==> config.mk <==
export PLATFORM = sky130hd
export DESIGN_NAME = snake_tick_gen
export DESIGN_NICKNAME = d
export VERILOG_FILES = /design/src/rtl/snake_tick_gen.sv
export SDC_FILE = /design/constraint.sdc
export NUM_CORES = 1
export LEC_CHECK = 0
export ABC_AREA = 1
export CAP_MARGIN = 20
export CORE_MARGIN = 1
export CORE_UTILIZATION = 50
export CTS_CLUSTER_DIAMETER = 30
export DETAILED_ROUTE_END_ITERATION = 8
export GPL_TIMING_DRIVEN = 0
export PLACE_DENSITY = 0.75
export SLEW_MARGIN = 20
export SYNTH_ARGS = -nofsm -noshare
export SYNTH_HDL_FRONTEND = slang
export SYNTH_SLANG_ARGS = --single-unit
==> constraint.sdc <==
create_clock -name clk -period 6.96 [get_ports clk]
set_input_delay 1.044 -clock clk [delete_from_list [all_inputs] [get_ports clk]]
set_output_delay 1.044 -clock clk [all_outputs]
set_load 0.005 [all_outputs]
==> src/rtl/snake_tick_gen.sv <==
// -----------------------------------------------------------------------------
// snake_tick_gen
//   Turns the video raster position into one frame pulse per frame and divides
//   those frames down into a snake-advance pulse. The divide ratio (period)
//   starts at START_PERIOD. Each speed_up shortens it by STEP, down to
//   MIN_PERIOD. A small IDLE/RUN/PAUSE machine gates the counting.
//
// Ports
//   clk            in   system clock, rising edge
//   reset          in   asynchronous active-high reset
//   x_pos, y_pos   in   current raster position (BIT bits each)
//   start          in   pulse: IDLE->RUN, PAUSE->RUN
//   pause          in   pulse: RUN<->PAUSE toggle
//   restart        in   pulse: back to IDLE, period/level reloaded
//   speed_up       in   pulse: shorten period (ignored in IDLE)
//   update_trigger out  one-cycle snake-advance pulse
//   frame_tick     out  one-cycle pulse per frame
//   period         out  current frames-per-update (CNT_W bits)
//   level          out  count of effective speed-ups, saturating (CNT_W bits)
//   running        out  high while in RUN
//
// States
//   state | meaning
//   IDLE  | waiting for start, frame counter held at zero
//   RUN   | counting frames, update_trigger on terminal count
//   PAUSE | frame counter frozen, no update_trigger
// -----------------------------------------------------------------------------
module snake_tick_gen #(
  parameter int BIT          = 10,
  parameter int V_SYNC_COUNT = 490,
  parameter int H_SYNC_COUNT = 656,
  parameter int CNT_W        = 8,
  parameter int START_PERIOD = 10,
  parameter int MIN_PERIOD   = 2,
  parameter int STEP         = 1
) (
  input  logic             clk,
  input  logic             reset,
  input  logic [BIT-1:0]   x_pos,
  input  logic [BIT-1:0]   y_pos,
  input  logic             start,
  input  logic             pause,
  input  logic             restart,
  input  logic             speed_up,
  output logic             update_trigger,
  output logic             frame_tick,
  output logic [CNT_W-1:0] period,
  output logic [CNT_W-1:0] level,
  output logic             running
);

  typedef enum logic [1:0] {
    IDLE  = 2'd0,
    RUN   = 2'd1,
    PAUSE = 2'd2
  } state_t;

  localparam logic [BIT-1:0]   X_MATCH   = BIT'(H_SYNC_COUNT);
  localparam logic [BIT-1:0]   Y_MATCH   = BIT'(V_SYNC_COUNT);
  localparam logic [CNT_W-1:0] START_P   = CNT_W'(START_PERIOD);
  localparam logic [CNT_W-1:0] MIN_P     = CNT_W'(MIN_PERIOD);
  localparam logic [CNT_W-1:0] STEP_P    = CNT_W'(STEP);
  localparam logic [31:0]      STEP_32   = 32'(STEP);
  localparam logic [CNT_W-1:0] LEVEL_MAX = '1;

  state_t           state;
  state_t           state_nxt;
  logic             match;
  logic             match_q;
  logic             frame_ev;
  logic [CNT_W-1:0] cnt;
  logic [CNT_W-1:0] cnt_nxt;
  logic [CNT_W-1:0] period_m1;
  logic             term_cnt;
  logic             count_ev;
  logic             trig_nxt;
  logic             speed_ev;
  logic             can_dec;
  logic [CNT_W-1:0] slack;
  logic [CNT_W-1:0] period_dec;
  logic [CNT_W-1:0] period_nxt;
  logic [CNT_W-1:0] level_nxt;

  // Frame detection: rising edge of the raster match, so a match held for
  // several cycles still yields a single event.
  assign match    = (y_pos == Y_MATCH) && (x_pos == X_MATCH);
  assign frame_ev = match && !match_q;

  // State register
  always_ff @(posedge clk or posedge reset) begin
    if (reset) begin
      state <= IDLE;
    end else begin
      state <= state_nxt;
    end
  end

  // Next-state logic: restart beats start beats pause
  always_comb begin
    state_nxt = state;
    if (restart) begin
      state_nxt = IDLE;
    end else if (start) begin
      state_nxt = RUN;
    end else if (pause) begin
      case (state)
        RUN:     state_nxt = PAUSE;
        PAUSE:   state_nxt = RUN;
        default: state_nxt = state;
      endcase
    end
  end

  assign running = (state == RUN);

  // Terminal count uses >= so that a speed-up that leaves cnt beyond the new
  // period fires on the next frame instead of wrapping through 2^CNT_W.
  // period never drops below 1, so period-1 cannot underflow.
  assign period_m1 = period - 1'b1;
  assign term_cnt  = (cnt >= period_m1);
  assign count_ev  = (state == RUN) && frame_ev;

  always_comb begin
    cnt_nxt  = cnt;
    trig_nxt = 1'b0;
    if (restart || (state == IDLE)) begin
      cnt_nxt = '0;
    end else if (count_ev) begin
      if (term_cnt) begin
        cnt_nxt  = '0;
        trig_nxt = 1'b1;
      end else begin
        cnt_nxt = cnt + 1'b1;
      end
    end
  end

  // Speed-up: slack is only meaningful when period > MIN_P. If slack exceeds
  // STEP, STEP is known to fit in CNT_W bits, so the subtraction is exact.
  assign speed_ev   = speed_up && (state != IDLE) && !restart;
  assign can_dec    = (period > MIN_P);
  assign slack      = period - MIN_P;
  assign period_dec = (32'(slack) > STEP_32) ? (period - STEP_P) : MIN_P;

  always_comb begin
    period_nxt = period;
    level_nxt  = level;
    if (restart) begin
      period_nxt = START_P;
      level_nxt  = '0;
    end else if (speed_ev && can_dec) begin
      period_nxt = period_dec;
      if (level != LEVEL_MAX) begin
        level_nxt = level + 1'b1;
      end
    end
  end

  // Datapath registers
  always_ff @(posedge clk or posedge reset) begin
    if (reset) begin
      match_q        <= 1'b0;
      frame_tick     <= 1'b0;
      update_trigger <= 1'b0;
      cnt            <= '0;
      period         <= START_P;
      level          <= '0;
    end else begin
      match_q        <= match;
      frame_tick     <= frame_ev;
      update_trigger <= trig_nxt;
      cnt            <= cnt_nxt;
      period         <= period_nxt;
      level          <= level_nxt;
    end
  end

endmodule
# After elaboration in Yosys (flattened, before gate mapping)
# Cells that the tools add are included.
# word_totals
regBits	29
inputBits	26
out_inout_bits	19
# classes
addsub	4
magnitude_cmp	3
eq_ne	5
muxes	16
n_reduce_logical	18
# ops
operator	count
$mux 8	9
$add 8x1->8 const B	2
$eq 10x10->1 const B	1
$eq 10x9->1 const B	1
$ge 8x8->1	1
$gt 8x1->1 const B	1
$gt 8x2->1 const B	1
$ne 8x8->1 const B	1
$reduce_bool 2->1	4
$sub 8x1->8 const B	1
$sub 8x2->8 const B	1
$logic_and 1x1->1	6
$mux 2	3
$pmux 2 s2	1
$reduce_and 2->1	2
$reduce_bool 4->1	1
$mux 1	3
$reduce_bool 3->1	1
$eq 2x1->1 const B	1
$eq 2x2->1 const B	1
$logic_not 1->1	2
$logic_not 2->1	1
$logic_or 1x1->1	1

# Logic depth before layout (Yosys ltp)
# depth
depth_word	6
ltp_mapped	18
mapped_depth_nobuf	18

# Worst setup path after synthesis
# Ideal clock, no wire load.
# synth_timing
kind	register to register
from	register period[1]
to	register update_trigger
setup_time_ps	121
arrival_ps	2208
t_required_ps	6839
setup_slack_ps	4631
path_stages_with_launch	15
path_buffers	0
synth_period_minus_slack_ps	2329
cell_sequence	dfstp_2 inv_1 ha_1 nand2_1 nand2_1 nor2_1 nand3_1 xor2_1 ha_1 nand2_1 inv_1 nor2_1 o21a_1 nand2_1 nor3b_2
# synth_between
elab_chain_cells	5
# synth_rtl
element	line_no	rtl
from (decl)	47	output logic [CNT_W-1:0] period,
from (signal assigned)	173	period <= period_nxt;
$sub 8x1->8	119	assign period_m1 = period - 1'b1;
$ge 8x8->1	120	assign term_cnt = (cnt >= period_m1);
$mux 1	129	if (term_cnt) begin
$mux 1	128	end else if (count_ev) begin
$mux 1	126	if (restart || (state == IDLE)) begin
via trig_nxt	76	logic trig_nxt;
to (signal assigned)	171	update_trigger <= trig_nxt;
to (decl)	45	output logic update_trigger,
# The timed path passes the listed nets, and every way through them passes these cells.
# A chain may end at the register's enable or synchronous reset.

# Final worst setup path
# layout_timing
from	register period[1]
to	register cnt[7]
# layout_between
elab_chain_cells	5
# layout_rtl
element	line_no	rtl
$sub 8x1->8	119	
$ge 8x8->1	120	
$mux 8	129	
$mux 8	128	
$mux 8	126	
to (signal assigned)	172	cnt <= cnt_nxt;
to (decl)	71	logic [CNT_W-1:0] cnt;
# No other way between the ends. The select of a mux whose other input is x is not followed.

==> impl_metrics.py <==
metrics = {
    "outcome": {
        "outcome": "finished clean",
    },
    "cts": {
        "cts_resized": 0,
        "htree_levels": 2,
        "post_cts_buffers": 0,
        "root_buffer": "clkbuf_8",
        "cts.sinks": 29,
        "cts_tree": "yes",
        "cts_made_buffers": 5,
        "insertion_delay_ns": 0.28,
        "clock_path_buffers": 2,
        "ctsHoldBuffers": 0,
        "cts.clk_slew.worst_paths_ns": 0.07,
    },
    "pwr": {
        "combPwrFrac": 0.241,
        "pwr-share-clk": 0.333,
        "p_int_mw": 0.303,
        "p_sw_frac": 0.294,
        "cellLeakagePower_nw": 1.34,
        "p_switching_mw": 0.127,
        "power_density_nw_per_um2": 154,
        "seq_power_share": 0.426,
        "ir_worst_vdd_uv": 92.9,
    },
    "timing": {
        "period_minus_slack_ns": 2.66,
        "relSlewSlack": 0.579,
        "rsz0062_at_grt": "false",
        "finalSetupTns_ns": 0,
        "worst_clock_skew_ns": 0.00810,
        "fmax_mhz": 376,
        "slew_viol_final": 0,
        "tightestPinTransition_ns": 0.630,
        "setup_viol": 0,
        "period_share": 0.382,
        "hold_viol": 0,
    },
    "global_routing": {
        "grt_start_max_net_pins": 30,
        "grt_pass1_vias": 1872,
        "overflow": 0,
        "grtUsageTotal": 0.230,
        "antenna_found_initial": 0,
        "grt_pass1_wl_mm": 7.93,
    },
    "setup_path": {
        "r2r-end": "cnt[7]",
        "cp.required_ns": 7.18,
        "rr_startpoint": "period[1]",
        "rr_worst_depth": 16,
        "arrival_ns": 2.88,
        "path_max_fanout": 5,
        "crit_path_start_kind": "register",
        "crit_type": "reg -> reg",
        "rrSetupSlack_ns": 4.30,
        "cp-end-kind": "register",
        "crit_start": "period[1]",
    },
    "yosys": {
        "ys_seq_area_frac": 0.330,
        "syn_nets": 335,
        "synth_cell_types": 35,
        "yosys.area.top_type_share": 0.307,
        "yosys.area.top_type": "dfrtp_1",
        "synth.area.top_cells": "dfrtp_1 (31%), nand2_1 (14%), ha_1 (10%)",
        "synth-seq-cells": 29,
        "syn_area_per_cell_sq_um": 7.57,
        "yosys_warnings": 0,
        "postSynthCellCount": 291,
        "syn_area_sq_um": 2200,
    },
    "final_layout": {
        "nNetsFinal": 385,
        "final_cell_mix": "nand2_1 (80), clkdlybuf4s50_1 (43), nor2_1 (33)",
        "drive_gt1_frac": 0.111,
        "final_cells": 392,
        "fillers": 358,
        "fin_util": 0.677,
        "layout_commonest_cell": "nand2_1",
        "antennaDiodeCount": 0,
        "area_delta_synth_final_pct": 26.5,
    },
    "hold_path": {
        "hold-path-endpoint": "period[1]",
        "hp-start": "period[1]",
        "hold_depth": 2,
        "hold_class": "reg -> reg",
    },
    "floorplan": {
        "die_h_um": 68.4,
        "die-area_sq_um": 4680,
        "coreArea_sq_um": 4120,
        "rows": 23,
        "ioPinCount": 45,
        "die_x_um": 68.4,
        "floorplan.initialDensity": 0.535,
    },
    "route": {
        "via_per_inst": 4.98,
        "dr_total_vias": 1952,
        "drc": 0,
        "drt_iter0_drc": 137,
        "wl_per_cell_um": 11.5,
        "routed_wl_mm": 4.53,
        "antenna_left": 0,
        "firstDrtPassIters": 4,
    },
    "placement": {
        "port_buffers": 43,
        "place_congestion": 0.890,
        "dp_cells": 384,
        "dp_hpwl_mm": 3.37,
    },
    "job": {
        "max-cap-violations": 0,
    },
}
[state kept, by name, summed over array words and instances (netlist names)]
signal          count
update_trigger      1
period              8
match_q             1
state               2
cnt                 8
level               8
frame_tick          1
[critical path, stage by stage, from the launching register on]
cell and delay (ns):
dfstp_2 0.56, inv_1 0.09, ha_1 0.20, nand2_1 0.06, nand2_1 0.06, nor2_1 0.19
nand3_1 0.12, xor2_1 0.26, ha_1 0.29, nand2_1 0.07, inv_1 0.03, nor2_1 0.10
o21a_1 0.17, nand2_1 0.13, nor2_1 0.13, nand3_1 0.07, nand2_1 0.07
[Yosys cell counts]
| cell | n |
|---|---|
| xnor2_1 | 3 |
| inv_2 | 4 |
| o21a_1 | 1 |
| clkinv_4 | 1 |
| and3_1 | 1 |
| nor3_1 | 2 |
| xor2_1 | 11 |
| a21o_1 | 1 |
| nor2_1 | 33 |
| o21ai_0 | 7 |
| dfrtp_1 | 27 |
| nand3b_1 | 1 |
| inv_1 | 33 |
| o21ai_2 | 5 |
| nand2_4 | 2 |
| clkbuf_8 | 1 |
| nand2_2 | 2 |
| buf_2 | 1 |
| nand2_1 | 80 |
| nand3_4 | 2 |
| nand2_8 | 1 |
| nor2_4 | 3 |
| ha_1 | 18 |
| nand3_1 | 31 |
| dfstp_2 | 2 |
| o211ai_1 | 1 |
| nand3_2 | 1 |
| a21oi_1 | 3 |
| a21oi_2 | 1 |
| and2_4 | 1 |
| nand4_1 | 6 |
| nor2_2 | 2 |
| nor3b_2 | 1 |
| or2_1 | 1 |
| nand4_4 | 1 |
[logic make-up after synthesis]
| logic type | share of synthesized area |
|---|---|
| buf+inv | 0.0755 |
| simple gates | 0.379 |
| fa+ha+maj | 0.102 |
| compound gates | 0.0568 |
| flops | 0.330 |
| xor+xnor | 0.0557 |
[worst max path at each step]
| stage | endpoint | cells after the start |
|---|---|---|
| global route | cnt[5] | 16 |
| detailed placement | cnt[7] | 16 |
| floorplan | update_trigger | 14 |
| finish | cnt[7] | 16 |
| global placement | cnt[3] | 16 |
| CTS | cnt[7] | 16 |
[cell type report]
class / count / area [sq um] / share of cell area
buffer: 2 / 18.8 / 0.00674
clock buffer: 8 / 90.1 / 0.0323
inverter: 38 / 148 / 0.0530
multi-input combinational: 222 / 1310 / 0.470
sequential: 29 / 728 / 0.261
tap: 50 / 62.6 / 0.0225
timing repair buffer: 43 / 430 / 0.154
[layer usage]
| metal | track usage | vias to the layer above | share of wire |
|---|---|---|---|
| met5 | 0 | - | 0 |
| met2 | 0.392 | 37 | 0.49 |
| met1 | 0.276 | 881 | 0.47 |
| met4 | 0.102 | 0 | 0.0069 |
| met3 | 0.0483 | 4 | 0.027 |
| li1 | - | 1030 | - |
[through the flow]
step                      instance area (sq um)  hold WS, ns  setup WS (ns)  power [mW]
after floorplan                            2200        0.480           4.63       0.251
after global placement                     2700        0.488           4.35       0.288
after detailed placement                   2700        0.495           4.33       0.290
after CTS                                  2790        0.506           4.32       0.436
after global routing                       2790        0.549           4.05       0.461
final                                      2790        0.499           4.30       0.430
[power by group through the flow]
| stage | registers (mW) | logic [mW] | clock network [mW] |
|---|---|---|---|
| CTS | 0.183 | 0.105 | 0.148 |
| global placement | 0.186 | 0.103 | 0 |
| finish | 0.183 | 0.104 | 0.143 |
| floorplan | 0.185 | 0.0664 | 0 |
| global route | 0.184 | 0.119 | 0.158 |
| detailed placement | 0.186 | 0.104 | 0 |
Power figures use the tool's default switching activity.
==> variant 1 (config.mk and constraints unchanged) <==
Change the parameter `BIT` from 10 to 11.
--- a/src/rtl/snake_tick_gen.sv
+++ b/src/rtl/snake_tick_gen.sv
@@ -28,3 +28,3 @@
 module snake_tick_gen #(
-  parameter int BIT          = 10,
+  parameter int BIT          = 11,
   parameter int V_SYNC_COUNT = 490,
Interface: changed (resized x_pos and y_pos); port bits go from 45 to 47. No check against the original RTL was run, so the function may have changed too.
==> variant 1 against the original RTL <==
Sequential share of layout area about the same; die area decreased by 0.34%; design area increased by 0.18%; setup slack got worse by 0.045 ns; via count increased by 3.9%; routed wire length increased by 5.1%; total power decreased by 1.1%; highest routed layer unchanged; sequential cell count unchanged; area after synthesis decreased by 0.34%.
==> variant 1: results (changes against the original RTL) <==
run status=complete, no violations; worst reg2reg path endpoint=cnt[1]$_DFFE_PP0P_; nets=389 (+1.0%); hold_sp=match_q$_DFF_PP0_; Worst EP arrival=2.92 ns (+0.04 ns); Area contributors post-synth=dfrtp_1 (31%), nand2_1 (12%), ha_1 (10%); post-detail-place hpwl=3610 µm (+7.2%); htree depth=2 (unchanged); met3 usage=4.333% (-0.50 points); GR Util met2=39.71% (+0.49 points); port bufs=45 (+4.7%); WHS Endpoint=frame_tick$_DFF_PP0_; clk pwr=0.136 mW (-5%); via count=2,029 (+3.9%); worst vdd ir=0.00008385 V (-9.8%); CP max FO=7 (+2); met3 WL=190 µm (+53%); GR Util met1=29.04% (+1.4 points); Leakage=1.371 nW (+2.2%); Post-Route WL=4754 µm (+5.1%); gpl congestion=0.8449 (-5.1%); Metal-1 WL=2206 µm (+3.3%); sequential element share of the synthesized area=33.16% (+0.11 points); Worst slew margin=58.48% (+0.56 points); first-pass GRT wire length=8142 µm (+2.7%); Mapped Nets=337 (+0.60%); number of global-route vias before repair=1,840 (-1.7%); Total GRT Usage=23.37% (+0.34 points); Fin Clk Skew=0.007253 ns (-0.0008502 ns); Switching Fraction=31.09% (+1.6 points); layout cells sized above 1=10.17% (-0.94 points); FF-to-FF setup slack=4.26 ns (-0.05 ns); First DRT Iteration DRCs=111 (-19%)
[variant 1: logic make-up after synthesis]
| group | share of synthesized area (%) |
|---|---|
| compound gates | 6.211 |
| xor+xnor | 5.983 |
| fa+ha+maj | 10.26 |
| buf+inv | 8.091 |
| flops | 33.16 |
| simple gates | 36.30 |
[variant 1: area by class of cell]
cell class              instances  area, µm²  area share (%)
flip-flops and latches         29      728.2           26.09
plain buffers                   2      18.77          0.6723
multi-input cells             218       1290           46.21
well taps                      50      62.56           2.241
clock buffers                   6      72.57           2.600
repair buffers                 45      450.4           16.14
inverters                      42      158.9           5.692
clock inverters                 2      10.01          0.3586
[variant 1: through the flow]
step           total power [mW]  setup WS (ns)  cells  area, µm²  hold slack (ns)
5_1_grt                  0.4500          3.933    394       2791           0.4845
4_1_cts                  0.4287          4.259    394       2791           0.4684
3_5_place_dp             0.2921          4.277    386       2709           0.4590
2_1_floorplan            0.2502          4.578    291       2196           0.4144
3_3_place_gp             0.2893          4.258    386       2709           0.4286
6_report                 0.4251          4.258    394       2791           0.4604
==> variant 2 (same settings) <==
Without the edit above. Register the inputs `x_pos`, `y_pos`, `start`, `pause`, `restart` and `speed_up` before use, without a reset. The logic sees them one clock later.
--- a/src/rtl/snake_tick_gen.sv
+++ b/src/rtl/snake_tick_gen.sv
@@ -65,2 +65,18 @@
 
+  logic [BIT-1:0] x_pos_q;
+  logic [BIT-1:0] y_pos_q;
+  logic start_q;
+  logic pause_q;
+  logic restart_q;
+  logic speed_up_q;
+
+  always_ff @(posedge clk) begin
+    x_pos_q    <= x_pos;
+    y_pos_q    <= y_pos;
+    start_q    <= start;
+    pause_q    <= pause;
+    restart_q  <= restart;
+    speed_up_q <= speed_up;
+  end
+
   state_t           state;
@@ -85,3 +101,3 @@
   // several cycles still yields a single event.
-  assign match    = (y_pos == Y_MATCH) && (x_pos == X_MATCH);
+  assign match    = (y_pos_q == Y_MATCH) && (x_pos_q == X_MATCH);
   assign frame_ev = match && !match_q;
@@ -100,7 +116,7 @@
     state_nxt = state;
-    if (restart) begin
+    if (restart_q) begin
       state_nxt = IDLE;
-    end else if (start) begin
+    end else if (start_q) begin
       state_nxt = RUN;
-    end else if (pause) begin
+    end else if (pause_q) begin
       case (state)
@@ -125,3 +141,3 @@
     trig_nxt = 1'b0;
-    if (restart || (state == IDLE)) begin
+    if (restart_q || (state == IDLE)) begin
       cnt_nxt = '0;
@@ -139,3 +155,3 @@
   // STEP, STEP is known to fit in CNT_W bits, so the subtraction is exact.
-  assign speed_ev   = speed_up && (state != IDLE) && !restart;
+  assign speed_ev   = speed_up_q && (state != IDLE) && !restart_q;
   assign can_dec    = (period > MIN_P);
@@ -147,3 +163,3 @@
     level_nxt  = level;
-    if (restart) begin
+    if (restart_q) begin
       period_nxt = START_P;
Check against the original RTL: not equivalent (Yosys sat finds a counterexample within 4 cycles, from zero or initial values and one cycle with reset high).
==> variant 2 against the original RTL <==
Clock power is 29% higher; design area is 15% higher; die area is 16% higher; total power is 40% higher; sequential power is 78% higher; clock skew is 0.0010 ns higher; synthesized cell count is 4.5% higher; setup slack worse by 0.081 ns; area after synthesis is 17% higher; routed wire length is 1.8% higher; non-clock buffer count is 2 higher; sequential cell count is 24 higher; first-iteration DRC count is 31% lower; critical path type unchanged; critical endpoint unchanged.
==> variant 2: results (changes against the original RTL) <==
run status=complete, no violations; Fin Clk Skew=0.009104 ns (+0.001000 ns); slowest library cell on the worst path=dfstp_2; Inverters, non-clock=40 (+5.3%); number of global-route vias before repair=1,896 (+1.3%); Worst slew margin=58.82% (+0.90 points); async set-or-reset flop fraction in the synthesized netlist=54.72% (-45 points); NonClk Buf Share=14.73% (-1.4 points); Area contributors post-synth=dfrtp_1 (26%), dfxtp_1 (19%), nand2_1 (9.3%); port bufs=44 (+2.3%); Core ar.=4848 µm² (+18%); slowest cell delay on critical path=approximately 0.57 ns; nets=396 (+2.9%); Worst EP arrival=2.99 ns (+0.11 ns); Cell Int Power=0.4359 mW (+44%); met3 usage=4.801% (-0.032 points); Post-Layout Cell Count=423 (+7.9%); post-synthesis adder-cell area fraction=7.299% (-2.9 points); fraction of area in multi-input gates=37.03% (-9.9 points); multi-input logic cell count=208 (-6.3%); logic gate share of total power=15.2% (-8.9 points); Reg2Reg Depth=13 (-3); post-detail-place hpwl=3515 µm (+4.4%); Reg area=1209 µm² (+66%); Non-clock buffers=47 (+4.4%); largest net degree at the start of global routing=30 (unchanged); fin util=65.86% (-1.9 points); WHS Path Cells=3 (+1); Compound-Gate Fraction of Synth Area=6.959% (+1.3 points); Clock Buffer Count=5 (-3); Worst-path clk slew=0.10 ns (+0.03 ns); Total GRT Usage=19.48% (-3.6 points); synthesized netlist cell count=304 (+4.5%); DR WL/cell=10.89 µm (-5.7%); sequential element share of the synthesized area=47.01% (+14 points); synth cell count leaders=nand2_1 (64), inv_1 (39), nand3_1 (32), nor2_1 (32), dfrtp_1 (27); placed cell areas=3095 µm² (+15%); Regs by FF count=x_pos_q (10), y_pos_q (10); synth unique cells=36 (+2.9%); XOR/XNOR share of the synthesized area=4.088% (-1.5 points); First DRT Iteration DRCs=94 (-31%); GR Util met1=23.85% (-3.8 points); gpl congestion=0.8121 (-8.7%); Clock Latency Late Sink=0.31 ns (+0.03 ns); clk pwr=0.184 mW (+29%); first-pass GRT wire length=8079 µm (+1.9%); fill count=417 (+16%); layout cells sized above 1=9.831% (-1.3 points); Clock buf/inv share=3.056% (-0.18 points); worst vdd ir=0.0001425 V (+53%); GR Util met2=32.82% (-6.4 points); CP max FO=9 (+4); via count=2,052 (+5.1%); Leakage=1.503 nW (+12%); seq_cells=53 (+83%); Hold Path Class=reg -> reg; yosys synthesis warning count=0 (unchanged); total power=0.6017 mW (+40%); Mapped Nets=345 (+3.0%)
variant 2: changes by cell type after synthesis, sizes merged, moves of 3 or more:
cell and delta:
dfxtp +24, ha -3, inv +3, xor2 -3, nand2 -16, or2 +3
o21ai +4
variant 2: worst paths after layout:
| kind | end | start | slack (ns) |
|---|---|---|---|
| setup / recovery | cnt[7]$_DFFE_PP0P_ | period[1]$_DFFE_PP1P_ | 4.22 |
| hold / removal | match_q$_DFF_PP0_ | y_pos_q[2]$_DFF_P_ | 0.50 |
| setup reg to reg | cnt[7]$_DFFE_PP0P_ | period[1]$_DFFE_PP1P_ | 4.22 |
| hold reg to reg | match_q$_DFF_PP0_ | y_pos_q[2]$_DFF_P_ | 0.50 |
| max in group asynchronous | state[0]$_DFFE_PP0P_ | reset | 5.44 |
| min in group asynchronous | level[1]$_DFFE_PP0P_ | reset | 1.11 |
variant 2: layer usage:
metal,part of all wire [%],vias up
li1,-,1078
met1,46,914
met2,47,52
met3,5.0,8
met4,2.0,0
met5,0,-
